## src/rtl/bram_port_arbiter.sv

```systemverilog
// bram_port_arbiter: clears a simple dual-port BRAM after reset, then round-robin arbitrates its
// write and read ports between two clients. Optional macro BRAM_PORT_ARBITER_FWD_EN forwards collision data.
module bram_port_arbiter #(
   parameter int unsigned            DATA_WIDTH = 8,
   parameter int unsigned            ADDR_WIDTH = 2,
   parameter logic [DATA_WIDTH-1:0]  INIT_VALUE = '0
) (
   input  logic                  clk,
   input  logic                  reset_n,
   input  logic                  c0_valid,
   input  logic                  c0_we,
   input  logic [ADDR_WIDTH-1:0] c0_addr,
   input  logic [DATA_WIDTH-1:0] c0_wdata,
   output logic                  c0_ready,
   output logic                  c0_rvalid,
   output logic [DATA_WIDTH-1:0] c0_rdata,
   input  logic                  c1_valid,
   input  logic                  c1_we,
   input  logic [ADDR_WIDTH-1:0] c1_addr,
   input  logic [DATA_WIDTH-1:0] c1_wdata,
   output logic                  c1_ready,
   output logic                  c1_rvalid,
   output logic [DATA_WIDTH-1:0] c1_rdata,
   output logic                  mem_wr_en,
   output logic [ADDR_WIDTH-1:0] mem_w_addr,
   output logic [DATA_WIDTH-1:0] mem_w_data,
   output logic [ADDR_WIDTH-1:0] mem_r_addr,
   input  logic [DATA_WIDTH-1:0] mem_r_data,
   output logic                  init_done
);
   localparam int unsigned           DEPTH     = 2 ** ADDR_WIDTH;
   localparam logic [ADDR_WIDTH-1:0] LAST_ADDR = ADDR_WIDTH'(DEPTH - 1);

   typedef enum logic [1:0] {
      ST_START = 2'd0,
      ST_CLEAR = 2'd1,
      ST_RUN   = 2'd2
   } state_t;

   state_t                state, state_next;
   logic [ADDR_WIDTH-1:0] clr_cnt;
   logic                  w_prio, r_prio;
   logic                  rd_pend, rd_owner;
   logic                  w_req0, w_req1, r_req0, r_req1;
   logic                  w_gnt0, w_gnt1, r_gnt0, r_gnt1;
   logic [ADDR_WIDTH-1:0] w_addr_sel, r_addr_sel;
   logic [DATA_WIDTH-1:0] w_data_sel, rsp_data;

   always_ff @(posedge clk or negedge reset_n) begin
      if (!reset_n) state <= ST_START;
      else          state <= state_next;
   end

   always_comb begin
      state_next = state;
      case (state)
         ST_START: state_next = ST_CLEAR;
         ST_CLEAR: if (clr_cnt == LAST_ADDR) state_next = ST_RUN;
         ST_RUN:   state_next = ST_RUN;
         default:  state_next = ST_START;
      endcase
   end

   always_ff @(posedge clk or negedge reset_n) begin
      if (!reset_n)               clr_cnt <= '0;
      else if (state == ST_CLEAR) clr_cnt <= clr_cnt + ADDR_WIDTH'(1);
   end

   assign w_req0 = c0_valid &  c0_we;
   assign w_req1 = c1_valid &  c1_we;
   assign r_req0 = c0_valid & ~c0_we;
   assign r_req1 = c1_valid & ~c1_we;

   // A lone requester always wins; under contention the prioritised client wins.
   always_comb begin
      w_gnt0 = 1'b0;
      w_gnt1 = 1'b0;
      r_gnt0 = 1'b0;
      r_gnt1 = 1'b0;
      if (state == ST_RUN) begin
         w_gnt0 = w_req0 & (~w_req1 | ~w_prio);
         w_gnt1 = w_req1 & (~w_req0 |  w_prio);
         r_gnt0 = r_req0 & (~r_req1 | ~r_prio);
         r_gnt1 = r_req1 & (~r_req0 |  r_prio);
      end
   end

   assign w_addr_sel = w_gnt1 ? c1_addr  : c0_addr;
   assign w_data_sel = w_gnt1 ? c1_wdata : c0_wdata;
   assign r_addr_sel = r_gnt1 ? c1_addr  : (r_gnt0 ? c0_addr : '0);

   always_comb begin
      c0_ready   = 1'b0;
      c1_ready   = 1'b0;
      mem_wr_en  = 1'b0;
      mem_w_addr = '0;
      mem_w_data = '0;
      mem_r_addr = '0;
      init_done  = 1'b0;
      case (state)
         ST_CLEAR: begin
            mem_wr_en  = 1'b1;
            mem_w_addr = clr_cnt;
            mem_w_data = INIT_VALUE;
         end
         ST_RUN: begin
            init_done  = 1'b1;
            c0_ready   = w_gnt0 | r_gnt0;
            c1_ready   = w_gnt1 | r_gnt1;
            mem_wr_en  = w_gnt0 | w_gnt1;
            mem_w_addr = w_addr_sel;
            mem_w_data = w_data_sel;
            mem_r_addr = r_addr_sel;
         end
         default: ;
      endcase
   end

   // Grant hands priority to the other client; a read grant arms the one-cycle response.
   always_ff @(posedge clk or negedge reset_n) begin
      if (!reset_n) begin
         w_prio   <= 1'b0;
         r_prio   <= 1'b0;
         rd_pend  <= 1'b0;
         rd_owner <= 1'b0;
      end else begin
         if (w_gnt0)      w_prio <= 1'b1;
         else if (w_gnt1) w_prio <= 1'b0;
         if (r_gnt0)      r_prio <= 1'b1;
         else if (r_gnt1) r_prio <= 1'b0;
         rd_pend  <= r_gnt0 | r_gnt1;
         rd_owner <= r_gnt1;
      end
   end

   assign c0_rvalid = rd_pend & ~rd_owner;
   assign c1_rvalid = rd_pend &  rd_owner;

`ifdef BRAM_PORT_ARBITER_FWD_EN
   logic                  fwd_hit;
   logic [DATA_WIDTH-1:0] fwd_data;

   // Same-address write/read in one cycle: the response carries the new data.
   always_ff @(posedge clk or negedge reset_n) begin
      if (!reset_n) begin
         fwd_hit  <= 1'b0;
         fwd_data <= '0;
      end else begin
         fwd_hit  <= (r_gnt0 | r_gnt1) & (w_gnt0 | w_gnt1) & (w_addr_sel == r_addr_sel);
         fwd_data <= w_data_sel;
      end
   end

   assign rsp_data = fwd_hit ? fwd_data : mem_r_data;
`else
   assign rsp_data = mem_r_data;
`endif

   assign c0_rdata = rsp_data;
   assign c1_rdata = rsp_data;
endmodule

```

## config.mk

```make
export PLATFORM = sky130hd
export DESIGN_NAME = bram_port_arbiter
export DESIGN_NICKNAME = d
export VERILOG_FILES = /design/src/rtl/bram_port_arbiter.sv
export SDC_FILE = /design/constraint.sdc
export NUM_CORES = 1
export LEC_CHECK = 0
export BUFFER_PORTS_ARGS = -buffer_cell sky130_fd_sc_hd__buf_2
export CAP_MARGIN = 20
export CORE_MARGIN = 5
export CORE_UTILIZATION = 38
export DETAILED_ROUTE_END_ITERATION = 8
export PLACE_DENSITY = 0.85
export SLEW_MARGIN = 15
export SYNTH_ARGS = -nofsm -noshare
export SYNTH_HDL_FRONTEND = slang
export SYNTH_SLANG_ARGS = --single-unit
```

## constraint.sdc

```tcl
create_clock -name clk -period 1.7 [get_ports clk]
set_input_delay 0.085 -clock clk [delete_from_list [all_inputs] [get_ports clk]]
set_output_delay 0.085 -clock clk [all_outputs]
set_load 0.1 [all_outputs]
```

==> metrics.md, run 1 <==
| Metric | Value |
|---|---|
| Avg Cell Area, Syn | about 8.2 sq um |
| FF/Latch Area | around 200 sq um |
| Number of buffers created by CTS | 3 |
| Met2 GRT Util | 0.349 |
| CTS sink cnt | 8 |
| Post-synth EDFFs | 0 |
| WHS | roughly 0.17 ns |
| Hpwl dp | approximately 2200 microns |
| Slew HR | 0.671 |
| Vias | a little under 900 |
| Maximum VDD drop | between 500 and 600 uV |
| Die W | about 56 microns |
| Max Fclk | 0.558 GHz |
| DIE AREA | 3170 sq um |
| DR vias/cell | 5.43 |
| Clock Skews | 0.00995 ns |
| CTS root buf | clkbuf_4 |
| Crit-path max cell delay | around 0.37 ns |
| Grt met1 use | 0.209 |
| Clock latency on the worst-skew pair | around 0.27 ns |
| Antenna violations before repair | 0 |
| Filler Cell Count | 153 |
| WP data required | 1.62 ns |
| Comb power frac | 0.618 |
| Multi-input gate area | between 600 and 700 sq um |
| Cell taking the most area after synthesis | dfrtp_1 |
| Failing checks | negative setup slack |
| CP Launch Type | register |
| CTS Buffer Depth | 2 |
| Ports | around 70 |
| Period utilisation layout | 1.05 |
| Asr flop ratio synth | 1.00 |
| Crit path max-delay family | simple AND/OR/NAND/NOR gates |
| CP max FO | 5 |
| Clock-pin slew on the worst setup and hold paths | 0.06 ns |
| Crit end category | output pin |
| Total track usage | 0.192 |
| CTS tree | yes |
| Post-DRT Antenna Nets | 0 |
| Ys Warns | 0 |
| Drt first pass iters | 4 |
| Dominant synthesized flop cell | dfrtp_1 |
| Sw Pwr | between 0.4 and 0.5 mW |
| Pint | about 0.5 mW |
| Final wirelength | approximately 2800 microns |
| Final worst-path setup slack | -0.0931 ns |
| # diodes | 0 |
| WP buf/inv | 2 |
| Final setup fails | 12 |
| Dominant cells by area after synthesis | dfrtp_1, buf_4, nand3_1, ha_1, o21ai_0 |
| M3 GR Usage | 0.0459 |
| Worst-margin pin slew | about 0.5 ns |
| Critical path arrival | 1.71 ns |
| Fin. Hold Viols | 0 |
| Cell Chain, Critical Path | inv_2 -> ha_4 -> and3_4 -> and2_4 -> or2_2 -> buf_12 |
| Grt total ovfl | 0 |
| P per Cell Area | between 600 and 700 nW/um^2 |
| First-pass GRT wire length | around 4800 microns |
| Drt drc | 0 |
| Synthesized area | ~820 sq um |
| Wire per inst | around 17 microns |
| Iter 0 DRT Violations | 7 |
| Slew Viols, Final | 0 |
| Hold crit path type | in -> out |
| Vias in the first global route | approximately 960 |
| Post-Synthesis Net Count | approximately 140 |
| Port Buffers | between 40 and 50 |
| Die Ht | ~56 microns |
| Leakage | around 0.7 nW |
| Slowest-stage cell, CP | dfrtp_1 |
| Setup CP Type | reg -> out |
| Status | complete, but fails checks |
| Clock network power share | 0.160 |
| Mapped Cells | 99 |
| Share of cells above drive strength 1 | 0.634 |
| Distinct cell type count after synthesis | 29 |
| Cell Rows | 16 |
| Sequential element share of the synthesized area | 0.245 |
| Post-Layout Cell Count | about 160 |
| RSZ-0062 raised after global routing | yes |
| Sw Share | 0.478 |
| Routability cong. | 0.808 |
| Starting density of the core | 0.407 |
| Htree depth | 1 |
| Post-synth top area share | 0.245 |
| Layout area overhead | 79.0% |
| Nets | between 150 and 200 |
| Minimum clock period | 1.79 ns |
| Total core area | between 2000 and 2500 sq um |
| Busiest layer in global routing | met2 |
| # placed instances | roughly 150 |
| Part of the power in registers | 0.222 |
| Largest net degree at the start of global routing | 12 |
| Max_cap viols | 0 |
| Yosys reg bits | 8 |
timing repair:
action                                  4_1_cts  5_1_grt
pin swaps                                     3        0
buffers inserted                              4        0
gates resized for setup                      13        1
endpoints found under the hold margin         8        0
hold buffers                                  1        0
endpoints found under the setup margin       13       13
logic make-up (layout without fill, tap and decap cells):
group	count (synthesis)	in the layout	share of synthesized area
buf+inv	25	60	0.210
simple gates	32	32	0.213
xor+xnor	1	1	0.0107
mux	3	3	0.0414
fa+ha+maj	4	4	0.0614
flops	8	8	0.245
compound gates	26	26	0.218
flip-flops by register name, summed over array words and instances, names as in the netlist:
signal,flops
w_prio,1
clr_cnt,2
state,2
rd_pend,1
r_prio,1
rd_owner,1
layout make-up:
| class | count | area share |
|---|---|---|
| multi-input combinational | 66 | 0.440 |
| timing repair buffer | 54 | 0.376 |
| sequential | 8 | 0.137 |
| tap | 27 | 0.0231 |
| clock buffer | 3 | 0.0154 |
| inverter | 3 | 0.00771 |
cell usage after synthesis, types with 2 or more instances:
library cell,n
a31oi_1,2
o211a_1,3
nand3b_1,2
clkbuf_1,2
ha_1,4
nand2_1,8
a21boi_0,2
buf_4,16
buf_2,2
inv_1,3
o211ai_1,2
mux2_2,3
nand3_1,13
a22o_1,2
nor2b_1,4
o21ai_0,8
a21oi_1,3
buf_6,2
dfrtp_1,8
final timing paths:
kind                                from           to  slack [ns]  cells after the start
hold reg to reg               clr_cnt[0]   clr_cnt[0]        0.55                      1
hold / removal             mem_r_data[6]  c0_rdata[6]        0.17                      0
min in group asynchronous        reset_n       w_prio        0.21                      2
max in group asynchronous        reset_n      rd_pend        1.31                      2
setup reg to reg                state[1]     state[1]        0.28                      4
setup / recovery                state[0]     c1_ready       -0.09                      6
routing by layer:
layer  part of all wire  vias up  wire (microns)
li1                   -      407               -
met1               0.38      423            1060
met2               0.53       37            1490
met3              0.065        8             181
met4              0.022        0              61
met5                  0        -               0
power by group through the flow:
stage          clock network, mW  logic (mW)  registers, mW
2_1_floorplan                  0       0.558          0.213
3_3_place_gp                   0       0.570          0.214
3_5_place_dp                   0       0.578          0.216
4_1_cts                    0.159       0.595          0.213
5_1_grt                    0.173       0.615          0.215
6_report                   0.154       0.594          0.214
metrics by stage:
step	TNS [ns]	area (sq um)	setup WS [ns]	util	power, mW
after floorplan	-2.54	981	-0.209	-	0.772
after global placement	0	1330	0.151	0.663	0.784
after detailed placement	0	1330	0.0935	0.663	0.794
after CTS	-0.881	1460	-0.0963	0.727	0.967
after global routing	-1.75	1460	-0.157	0.729	1.00
final	-0.933	1460	-0.0931	0.729	0.962
cells in the final DEF (no fill, tap or decap), types with 3 or more instances in the layout:
cell,instances
dfrtp_1,8
clkbuf_4,3
buf_2,28
o21ai_4,8
nor2b_1,3
mux2_2,3
buf_4,7
a21oi_1,3
nand3_1,9
nand2_1,8
nand3_2,4
buf_12,16
Note: power is estimated with default switching activity, not from simulation.
==> inputs of run 2 (changes only) <==
--- a/config.mk
+++ b/config.mk
@@ -10,5 +10,5 @@
 export CORE_MARGIN = 5
-export CORE_UTILIZATION = 38
+export CORE_UTILIZATION = 41
 export DETAILED_ROUTE_END_ITERATION = 8
-export PLACE_DENSITY = 0.85
+export PLACE_DENSITY = 0.91
 export SLEW_MARGIN = 15
==> constraint.sdc (replaced) <==
create_clock -name clk -period 2.3 [get_ports clk]
set_input_delay 0.115 -clock clk [delete_from_list [all_inputs] [get_ports clk]]
set_output_delay 0.115 -clock clk [all_outputs]
set_load 0.01 [all_outputs]
==> metrics.md, run 2 (synthesis results as in run 1) <==
| Metric | Value |
|---|---|
| Crit. path cell count | 7 (+1) |
| Hold crit path type | in -> async |
| Vias | 780 (-11%) |
| Maximum VDD drop | 210 uV (-61%) |
| Cell Rows | 16 (unchanged) |
| Vias in the first global route | 706 (-26%) |
| CTS Buffer Depth | 2 (unchanged) |
| WP buf/inv | 3 (+1) |
| Slew Viols, Final | 0 (unchanged) |
| Iter 0 DRT Violations | 24 (+17) |
| Final wirelength | 2040 microns (-27%) |
| Reg-to-reg endpoint | state[0] |
| Hpwl dp | 1640 microns (-26%) |
| WP data required | 2.18 ns (+0.56 ns) |
| CTS root buf | clkbuf_4 |
| CTS sink cnt | 8 (unchanged) |
| Worst r2r path cells | 4 (unchanged) |
| Drt first pass iters | 4 (unchanged) |
| Antenna violations before repair | 0 (unchanged) |
| CTS tree | yes |
| Nets | 165 (-5.2%) |
| Cell Chain, Critical Path | inv_1 -> ha_1 -> buf_4 -> nand3_1 -> a31oi_1 -> a31o_2 -> buf_2 |
| Most frequent cells in the layout | buf_2, nand3_1, nand2_1, o21ai_0, dfrtp_1 |
| Die Ht | 54.6 microns (-3.1%) |
| Port Buffers | 43 (unchanged) |
| CP max FO | 19 (+14) |
| Crit-path max cell delay | 0.39 ns (+0.02 ns) |
| DIE AREA | 2980 sq um (-6.0%) |
| Max Fclk | 0.523 GHz |
| Final worst-path setup slack | 0.389 ns (+0.482 ns) |
| Status | finished, final reports clean |
| Worst-margin pin slew | 0.385 ns (-0.113 ns) |
| Layout area overhead | 15.8% |
| Minimum clock period | 1.91 ns |
| Starting density of the core | 0.424 (+0.0170) |
| DR vias/cell | 5.13 (-5.6%) |
| Clock latency on the worst-skew pair | 0.25 ns (-0.02 ns) |
| Total core area | 1920 sq um (-4.0%) |
| Slowest-stage cell, CP | dfrtp_1 |
| Total track usage | 0.139 (-0.0531) |
| Grt total ovfl | 0 (unchanged) |
| Number of buffers created by CTS | 3 (unchanged) |
| RSZ-0062 raised after global routing | no |
| # diodes | 0 (unchanged) |
| Final setup fails | 0 (-12) |
| CP Launch Type | register |
| Worst r2r src | state[1] |
| Leakage | 0.518 nW (-25%) |
| Routability cong. | 0.797 (-1.4%) |
| Setup tns final | 0 ns (+0.933 ns) |
| Clock Skews | 0.00990 ns (-0.0000561 ns) |
| Die W | 54.6 microns (-3.1%) |
| Tot Pwr | 0.389 mW (-60%) |
| Drt drc | 0 (unchanged) |
| Crit path max-delay family | buffers and inverters |
| Most common cell after layout, fill and taps aside | buf_2 |
| Setup CP Type | reg -> out |
| Wire per inst | 13.4 microns (-23%) |
| Max_cap viols | 0 (unchanged) |
| Clock-pin slew on the worst setup and hold paths | 0.06 ns (about the same) |
| Slew HR | 0.743 (+0.0720) |
| Period utilisation layout | 0.831 |
| Htree depth | 1 (unchanged) |
| Worst R2R Setup Slack | 0.77 ns (+0.49 ns) |
| P per Cell Area | 412 nW/um^2 (-37%) |
| Largest regs | clr_cnt x2, state x2 |
| Post-DRT Antenna Nets | 0 (unchanged) |
| Share of cells above drive strength 1 | 0.432 (-0.202) |
| Placement Setup Slack | 0.671 ns (+0.577 ns) |
| Post CTS Setup Buffer Count | 0 (-4) |
| Largest net degree at the start of global routing | 20 (+8) |
| Critical path arrival | 1.80 ns (+0.09 ns) |
| First-pass GRT wire length | 3020 microns (-36%) |
| Ports | 68 (unchanged) |
| Fin. Hold Viols | 0 (unchanged) |
| Crit end category | output pin |
## run 2: layout make-up
type / count / area, sq um
Inverter: 3 / 11.3
Multi-Input combinational cell: 66 / 444
Clock buffer: 3 / 22.5
Tap cell: 27 / 33.8
Sequential cell: 8 / 200
Fill cell: 195 / 977
Timing Repair Buffer: 45 / 233
## run 2: worst max path at each step
stage	slack, ns	to	from
floorplan	0.68	mem_w_data[0]	state[0]
global placement	0.73	c0_ready	state[0]
detailed placement	0.67	c0_ready	state[0]
CTS	0.38	c0_ready	state[0]
global route	0.24	c0_ready	state[0]
finish	0.39	c0_ready	state[0]
## run 2: report_power, final
part | internal, mW | switching (mW)
sequential | 0.149 | 0.00827
clock | 0.0598 | 0.0491
combinational | 0.0600 | 0.0629
total | 0.269 | 0.120
## run 2: routing by layer
metal / routed length, microns / global-route usage / up-vias
met4: 31 / 0.0871 / 0
met1: 777 / 0.166 / 351
met3: 167 / 0.0300 / 4
met2: 1060 / 0.224 / 39
li1: - / - / 386
met5: 0 / 0 / -
## run 2: per-stage QoR
stage / cell area (sq um) / hold slack, ns / utilization / instances
4_1_cts: 945 / 0.228 / 0.492 / 152
5_1_grt: 945 / 0.230 / 0.492 / 152
3_5_place_dp: 912 / -0.0265 / 0.475 / 148
3_3_place_gp: 912 / -0.0380 / 0.475 / 148
6_report: 945 / 0.230 / 0.492 / 152
2_1_floorplan: 816 / -0.181 / - / 99
## run 2: timing repair
| item | CTS | global route |
|---|---|---|
| resized for setup | 0 | 0 |
| endpoints found under the hold margin | 8 | 0 |
| hold buffers | 1 | 0 |
